$ cat src/rtl/wb_deserializer_if.sv
// Wishbone B4 classic bus bundle for the serial-link receiver.
interface wb_deserializer_if;
  logic        CYC_I;
  logic        STB_I;
  logic        WE_I;
  logic [1:0]  ADR_I;
  logic [31:0] DAT_I;
  logic        ACK_O;
  logic        ERR_O;
  logic [31:0] DAT_O;

  modport master (
    output CYC_I, STB_I, WE_I, ADR_I, DAT_I,
    input  ACK_O, ERR_O, DAT_O
  );

  modport slave (
    input  CYC_I, STB_I, WE_I, ADR_I, DAT_I,
    output ACK_O, ERR_O, DAT_O
  );
endinterface

$ cat src/rtl/wb_deserializer.sv
// Serial-link receiver: assembles MSB-first words from a qualified bit
// stream, buffers them in a small FIFO and exposes the FIFO plus status
// through a Wishbone B4 classic slave (one wait state).
module wb_deserializer #(
  parameter int unsigned DATA_WIDTH = 8,
  parameter int unsigned FIFO_DEPTH = 4
) (
  input  logic             CLK_I,
  input  logic             RST_I,
  input  logic             data_i,
  input  logic             ena_i,
  output logic             irq_o,
  wb_deserializer_if.slave wb
);

  localparam int unsigned CW = (DATA_WIDTH > 1) ? $clog2(DATA_WIDTH) : 1;
  localparam int unsigned AW = $clog2(FIFO_DEPTH);
  localparam int unsigned NW = AW + 1;

  typedef enum logic [1:0] {
    ADR_RXDATA = 2'd0,
    ADR_STATUS = 2'd1,
    ADR_CTRL   = 2'd2,
    ADR_RSVD   = 2'd3
  } reg_addr_e;

  logic [DATA_WIDTH-1:0] shreg_q, shreg_d;
  logic [CW-1:0]         bitcnt_q, bitcnt_d;
  logic [DATA_WIDTH-1:0] mem_q [FIFO_DEPTH];
  logic [DATA_WIDTH-1:0] mem_d [FIFO_DEPTH];
  logic [AW-1:0]         wr_ptr_q, wr_ptr_d;
  logic [AW-1:0]         rd_ptr_q, rd_ptr_d;
  logic [NW-1:0]         count_q, count_d;
  logic                  rx_en_q, rx_en_d;
  logic                  overflow_q, overflow_d;
  logic                  frame_err_q, frame_err_d;
  logic                  ack_q, ack_d;
  logic                  err_q, err_d;
  logic                  irq_q, irq_d;
  logic [31:0]           dat_q, dat_d;

  logic [DATA_WIDTH:0]   shift_ext;
  logic [DATA_WIDTH-1:0] word_next;
  logic                  push, frame_set;
  logic                  pop, flush, clr_flags;
  logic                  do_push, overflow_set;
  logic                  empty, full, req;
  logic [31:0]           status;
  logic                  unused_bits;

  assign empty  = (count_q == '0);
  assign full   = (count_q == NW'(FIFO_DEPTH));
  assign req    = wb.CYC_I & wb.STB_I & ~ack_q & ~err_q;
  assign status = 32'({8'(count_q), 4'h0, frame_err_q, overflow_q, full, empty});

  assign wb.ACK_O = ack_q;
  assign wb.ERR_O = err_q;
  assign wb.DAT_O = dat_q;
  assign irq_o    = irq_q;

  assign unused_bits = ^{wb.DAT_I[31:3], shift_ext[DATA_WIDTH]};

  // Bit assembly: shift while qualified, flag words cut short by ena_i
  always_comb begin
    shift_ext = {shreg_q, data_i};
    word_next = shift_ext[DATA_WIDTH-1:0];
    shreg_d   = shreg_q;
    bitcnt_d  = bitcnt_q;
    push      = 1'b0;
    frame_set = 1'b0;
    if (!rx_en_q) begin
      bitcnt_d = '0;
    end else if (ena_i) begin
      shreg_d = word_next;
      if (bitcnt_q == CW'(DATA_WIDTH - 1)) begin
        push     = 1'b1;
        bitcnt_d = '0;
      end else begin
        bitcnt_d = bitcnt_q + CW'(1);
      end
    end else if (bitcnt_q != '0) begin
      bitcnt_d  = '0;
      frame_set = 1'b1;
    end
  end

  // Wishbone decode: terminate every request on the following edge
  always_comb begin
    ack_d     = 1'b0;
    err_d     = 1'b0;
    dat_d     = dat_q;
    pop       = 1'b0;
    flush     = 1'b0;
    clr_flags = 1'b0;
    rx_en_d   = rx_en_q;
    if (req) begin
      case (reg_addr_e'(wb.ADR_I))
        ADR_RXDATA: begin
          if (wb.WE_I) begin
            err_d = 1'b1;
          end else if (empty) begin
            err_d = 1'b1;
            dat_d = '0;
          end else begin
            ack_d = 1'b1;
            dat_d = 32'(mem_q[rd_ptr_q]);
            pop   = 1'b1;
          end
        end
        ADR_STATUS: begin
          if (wb.WE_I) begin
            err_d = 1'b1;
          end else begin
            ack_d = 1'b1;
            dat_d = status;
          end
        end
        ADR_CTRL: begin
          ack_d = 1'b1;
          if (wb.WE_I) begin
            rx_en_d   = wb.DAT_I[0];
            flush     = wb.DAT_I[1];
            clr_flags = wb.DAT_I[2];
          end else begin
            dat_d = 32'(rx_en_q);
          end
        end
        default: err_d = 1'b1;
      endcase
    end
  end

  // FIFO bookkeeping; flush discards any word completing on the same edge
  always_comb begin
    mem_d        = mem_q;
    wr_ptr_d     = wr_ptr_q;
    rd_ptr_d     = rd_ptr_q;
    count_d      = count_q;
    do_push      = push & (~full | pop);
    overflow_set = push & full & ~pop & ~flush;
    if (flush) begin
      wr_ptr_d = '0;
      rd_ptr_d = '0;
      count_d  = '0;
    end else begin
      if (do_push) begin
        mem_d[wr_ptr_q] = word_next;
        wr_ptr_d        = wr_ptr_q + AW'(1);
      end
      if (pop) begin
        rd_ptr_d = rd_ptr_q + AW'(1);
      end
      count_d = count_q + NW'(do_push) - NW'(pop);
    end
  end

  // Sticky flags: a same-edge event takes priority over a clear request
  always_comb begin
    overflow_d  = overflow_q;
    frame_err_d = frame_err_q;
    irq_d       = ~empty;
    if (clr_flags) begin
      overflow_d  = 1'b0;
      frame_err_d = 1'b0;
    end
    if (overflow_set) overflow_d  = 1'b1;
    if (frame_set)    frame_err_d = 1'b1;
  end

  // State registers
  always_ff @(posedge CLK_I or negedge RST_I) begin
    if (!RST_I) begin
      shreg_q     <= '0;
      bitcnt_q    <= '0;
      mem_q       <= '{default: '0};
      wr_ptr_q    <= '0;
      rd_ptr_q    <= '0;
      count_q     <= '0;
      rx_en_q     <= 1'b0;
      overflow_q  <= 1'b0;
      frame_err_q <= 1'b0;
      ack_q       <= 1'b0;
      err_q       <= 1'b0;
      irq_q       <= 1'b0;
      dat_q       <= '0;
    end else begin
      shreg_q     <= shreg_d;
      bitcnt_q    <= bitcnt_d;
      mem_q       <= mem_d;
      wr_ptr_q    <= wr_ptr_d;
      rd_ptr_q    <= rd_ptr_d;
      count_q     <= count_d;
      rx_en_q     <= rx_en_d;
      overflow_q  <= overflow_d;
      frame_err_q <= frame_err_d;
      ack_q       <= ack_d;
      err_q       <= err_d;
      irq_q       <= irq_d;
      dat_q       <= dat_d;
    end
  end

endmodule

$ cat src/flat_wrapper.sv
// flat-port wrapper written by rule: the top's interface ports become plain ports
module wb_deserializer_flat 
#(
  parameter int unsigned DATA_WIDTH = 8,
  parameter int unsigned FIFO_DEPTH = 4
)
  (CLK_I, RST_I, data_i, ena_i, irq_o, wb_CYC_I, wb_STB_I, wb_WE_I, wb_ADR_I, wb_DAT_I, wb_ACK_O, wb_ERR_O, wb_DAT_O);
  wb_deserializer_if wb_i ();
  input  logic CLK_I;
  input  logic RST_I;
  input  logic data_i;
  input  logic ena_i;
  output logic irq_o;
  input wire logic [$bits(wb_i.CYC_I)-1:0] wb_CYC_I;
  input wire logic [$bits(wb_i.STB_I)-1:0] wb_STB_I;
  input wire logic [$bits(wb_i.WE_I)-1:0] wb_WE_I;
  input wire logic [$bits(wb_i.ADR_I)-1:0] wb_ADR_I;
  input wire logic [$bits(wb_i.DAT_I)-1:0] wb_DAT_I;
  output wire logic [$bits(wb_i.ACK_O)-1:0] wb_ACK_O;
  output wire logic [$bits(wb_i.ERR_O)-1:0] wb_ERR_O;
  output wire logic [$bits(wb_i.DAT_O)-1:0] wb_DAT_O;
  assign wb_i.CYC_I = wb_CYC_I;
  assign wb_i.STB_I = wb_STB_I;
  assign wb_i.WE_I = wb_WE_I;
  assign wb_i.ADR_I = wb_ADR_I;
  assign wb_i.DAT_I = wb_DAT_I;
  assign wb_ACK_O = wb_i.ACK_O;
  assign wb_ERR_O = wb_i.ERR_O;
  assign wb_DAT_O = wb_i.DAT_O;
  wb_deserializer #(.DATA_WIDTH(DATA_WIDTH), .FIFO_DEPTH(FIFO_DEPTH)) u_core (.CLK_I(CLK_I), .RST_I(RST_I), .data_i(data_i), .ena_i(ena_i), .irq_o(irq_o), .wb(wb_i));
endmodule
$ cat config.mk
export PLATFORM = sky130hd
export DESIGN_NAME = wb_deserializer_flat
export DESIGN_NICKNAME = d
export VERILOG_FILES = /design/src/rtl/wb_deserializer_if.sv /design/src/rtl/wb_deserializer.sv /design/src/flat_wrapper.sv
export SDC_FILE = /design/constraint.sdc
export NUM_CORES = 1
export LEC_CHECK = 0
export ABC_AREA = 1
export CAP_MARGIN = 10
export CORE_ASPECT_RATIO = 0.5
export CORE_MARGIN = 3
export CORE_UTILIZATION = 45
export DETAILED_ROUTE_END_ITERATION = 10
export PLACE_DENSITY = 0.72
export SYNTH_ARGS = -nofsm -noshare
export SYNTH_HDL_FRONTEND = slang
export SYNTH_SLANG_ARGS = --single-unit
export TNS_END_PERCENT = 20
$ cat constraint.sdc
create_clock -name CLK_I -period 5.4 [get_ports CLK_I]
set_input_delay 1.08 -clock CLK_I [delete_from_list [all_inputs] [get_ports CLK_I]]
set_output_delay 1.08 -clock CLK_I [all_outputs]
set_load 0.05 [all_outputs]
==> results.toml <==
[run_status]
status = "finished, final reports clean"

[sta]
rsz0062_at_grt = "no"
finClkSkew_ns = 0.00266
tightest_slew_ns = 0.838
fin_crit_ns = 3.43
slew_violations = 0
max_slew_margin_pct = 44.1
period_share_pct = 63.6
setup_viol = 0
final_hold_viol_count = 0
fmax_mhz = 291
tns_ns = 0

[finish]
syn2layout_area_growth_pct = 13.1
drive_gt1_share_pct = 6.15
diodes = 0
fin_nets = 490

[synth]
async_flop_share_pct = 100
netlist_area_um2 = 3530
synth_top_cell_by_area = "dfrtp_1"
seq_area_frac_synth_pct = 46.8
yosysWarnings = 0
ys_ff_latch = 66
ys_types = 32
synth_top_area_share_pct = 46.8
synthMostInstantiatedCell = "nand2_1"
synth_enable_flop_cells = 0
syn_area_per_cell_um2 = 8.52
netlist_instances = 414
synthTopCellsByArea = "dfrtp_1 (47%), nand2_1 (13%), nand4_1 (5.9%), buf_4 (4.7%), ha_1 (4.6%)"
ys.flop_type = "dfrtp_1"
ys_top_cells_by_count = "nand2_1 (118), dfrtp_1 (66), nor2_1 (40)"

[global_route]
grt_use_total_pct = 17.1
grt_overflow = 0
grt_pass1_vias = 2527
grt_pass1_wl_mm = 12.2
grt_max_degree = 67
antenna_found_initial = 0

[worst_setup_path]
startpoint_type = "primary input"
crit_arrival_ns = 3.64
path_class = "in -> reg"
reg2reg_slack_ns = 2.78
cp_data_required_time_ns = 5.61
critPathCaptureType = "register"
r2r_cells = 13
r2r_start = "u_core.wb.ACK_O"
critPathMaxFanout = 39
worst_r2r_endpoint = "u_core.count_q[2]"

[power]
p_per_area_nw_per_um2 = 451
p_leak_nw = 2.07
ir_worst_vdd_mv = 0.202
p_sw_mw = 0.673
clock_power_share_pct = 32.7
sequentialPowerShare_pct = 37.5
swShare_pct = 37.4
p_total_mw = 1.80
p_int_mw = 1.13
p_comb_share_pct = 29.9

[min_path]
hold_path_depth = 2
hold_start = "u_core.mem_q[14]"
hp-class = "reg -> reg"
hold_path_end = "u_core.mem_q[14]"

[drt]
ant_nets = 0
via_count = 2733
wl_per_cell_um = 13.6
post-route-drc-count = 0
via_per_inst = 5.00
drtIter0Drc = 256
drt-pass1-iter-count = 5
drt-total-wl_mm = 7.44

[clocking]
htree_levels = 3
clock_latency_ns = 0.33
clock-sinks = 66
cts-root-buf = "clkbuf_16"
post_cts_buffers = 0
cts_buffer_depth = 2
cts_tree = "yes"
cts_buffers = 9
ctsHoldBuffers = 0
clkTransAtPathRegs_ns = 0.05
post_cts_resized = 0

[floorplanning]
pin_count = 76
die_h_um = 68.6
die-area_um2 = 9000
chipWidth_um = 131
core_region_area_um2 = 7460
rows = 22
start_util_pct = 47.3

[flow_run]
max-cap-violations = 0

[place]
port_buffers = 25
hpwl_mm = 5.09
gp_congestion = 0.812
## flip-flops by register name, summed over array words and instances (netlist names)
| register | count |
|---|---|
| u_core.bitcnt_q | 3 |
| u_core.count_q | 3 |
| u_core.frame_err_q | 1 |
| u_core.irq_o | 1 |
| u_core.mem_q | 32 |
| u_core.overflow_q | 1 |
| u_core.rd_ptr_q | 2 |
| u_core.rx_en_q | 1 |
| u_core.shreg_q | 7 |
| u_core.wb.ACK_O | 1 |
| u_core.wb.DAT_O | 11 |
| u_core.wb.ERR_O | 1 |
| u_core.wr_ptr_q | 2 |
## per-stage QoR
step	util [%]	cell area [µm²]	hold slack, ns	cells	setup slack, ns
after floorplan	-	3600	0.437	434	2.69
after global placement	49.4	3690	0.448	532	1.71
after detailed placement	49.4	3690	0.453	532	1.67
after CTS	53.5	3990	0.466	547	1.99
after global routing	53.5	3990	0.484	547	1.75
final	53.5	3990	0.468	547	1.97
## power by group through the flow
stage / sequential [mW] / clock (mW) / combinational, mW
2_1_floorplan: 0.728 / 0 / 0.351
3_3_place_gp: 0.677 / 0 / 0.524
3_5_place_dp: 0.679 / 0 / 0.533
4_1_cts: 0.672 / 0.595 / 0.538
5_1_grt: 0.685 / 0.622 / 0.594
6_report: 0.675 / 0.589 / 0.538
## metal layers
| layer | vias up | track usage, % | part of all wire (%) |
|---|---|---|---|
| met5 | - | 0 | 0 |
| met4 | 0 | 4.97 | 1.0 |
| li1 | 1362 | - | - |
| met3 | 8 | 5.22 | 7.9 |
| met1 | 1268 | 23.7 | 48 |
| met2 | 95 | 26.4 | 43 |
## kinds of logic after synthesis
logic type	after synthesis	share of synthesized area, %
other	1	0.106
xor gates and xnor gates	2	0.497
DFF	66	46.8
buffers and inverters	70	12.6
and+or+nand+nor	217	27.8
AOI/OAI and AO/OA	44	6.95
adders and majority gates	14	5.18
## worst max-delay path by stage
stage	depth (start not counted)	slack [ns]	end	startpoint
final	13	1.97	u_core.count_q[2]	wb_CYC_I
after global routing	13	1.75	u_core.count_q[2]	wb_CYC_I
after CTS	13	1.99	u_core.count_q[2]	wb_CYC_I
after detailed placement	13	1.67	u_core.count_q[2]	wb_CYC_I
after global placement	13	1.71	u_core.count_q[2]	wb_CYC_I
after floorplan	12	2.69	u_core.count_q[2]	wb_ADR_I[0]
## critical path: stages
cell             delay [ns]
clkdlybuf4s50_1        0.48
nand2_1                0.06
nor2_1                 0.23
nand4_1                0.23
nand2_2                0.10
buf_4                  0.38
nand2_1                0.19
inv_1                  0.11
ha_1                   0.15
inv_1                  0.05
fa_1                   0.36
xor2_1                 0.17
nor2_1                 0.05
## cell type report
type / instances / area (µm²)
flip-flops and latches: 66 / 1650
multi-input cells: 298 / 1510
inverters: 32 / 125
clock buffers: 13 / 270
well taps: 108 / 135
fillers: 683 / 3470
clock inverters: 2 / 35.0
repair buffers: 28 / 268
## cell usage in the layout, fill, tap and decap left out, drive strengths merged, types with 4 or more instances in the layout
cell | Yosys | final
o21ai | 26 | 26
nand2 | 122 | 122
a21oi | 5 | 5
ha | 13 | 13
inv | 31 | 31
buf | 33 | 4
nand4 | 33 | 33
dfrtp | 66 | 66
nand3 | 19 | 19
clkdlybuf4s50 | 0 | 24
nor2 | 42 | 42
conb | 1 | 21
o22ai | 7 | 7
clkbuf | 5 | 13
(Power assumes the default switching activity.)
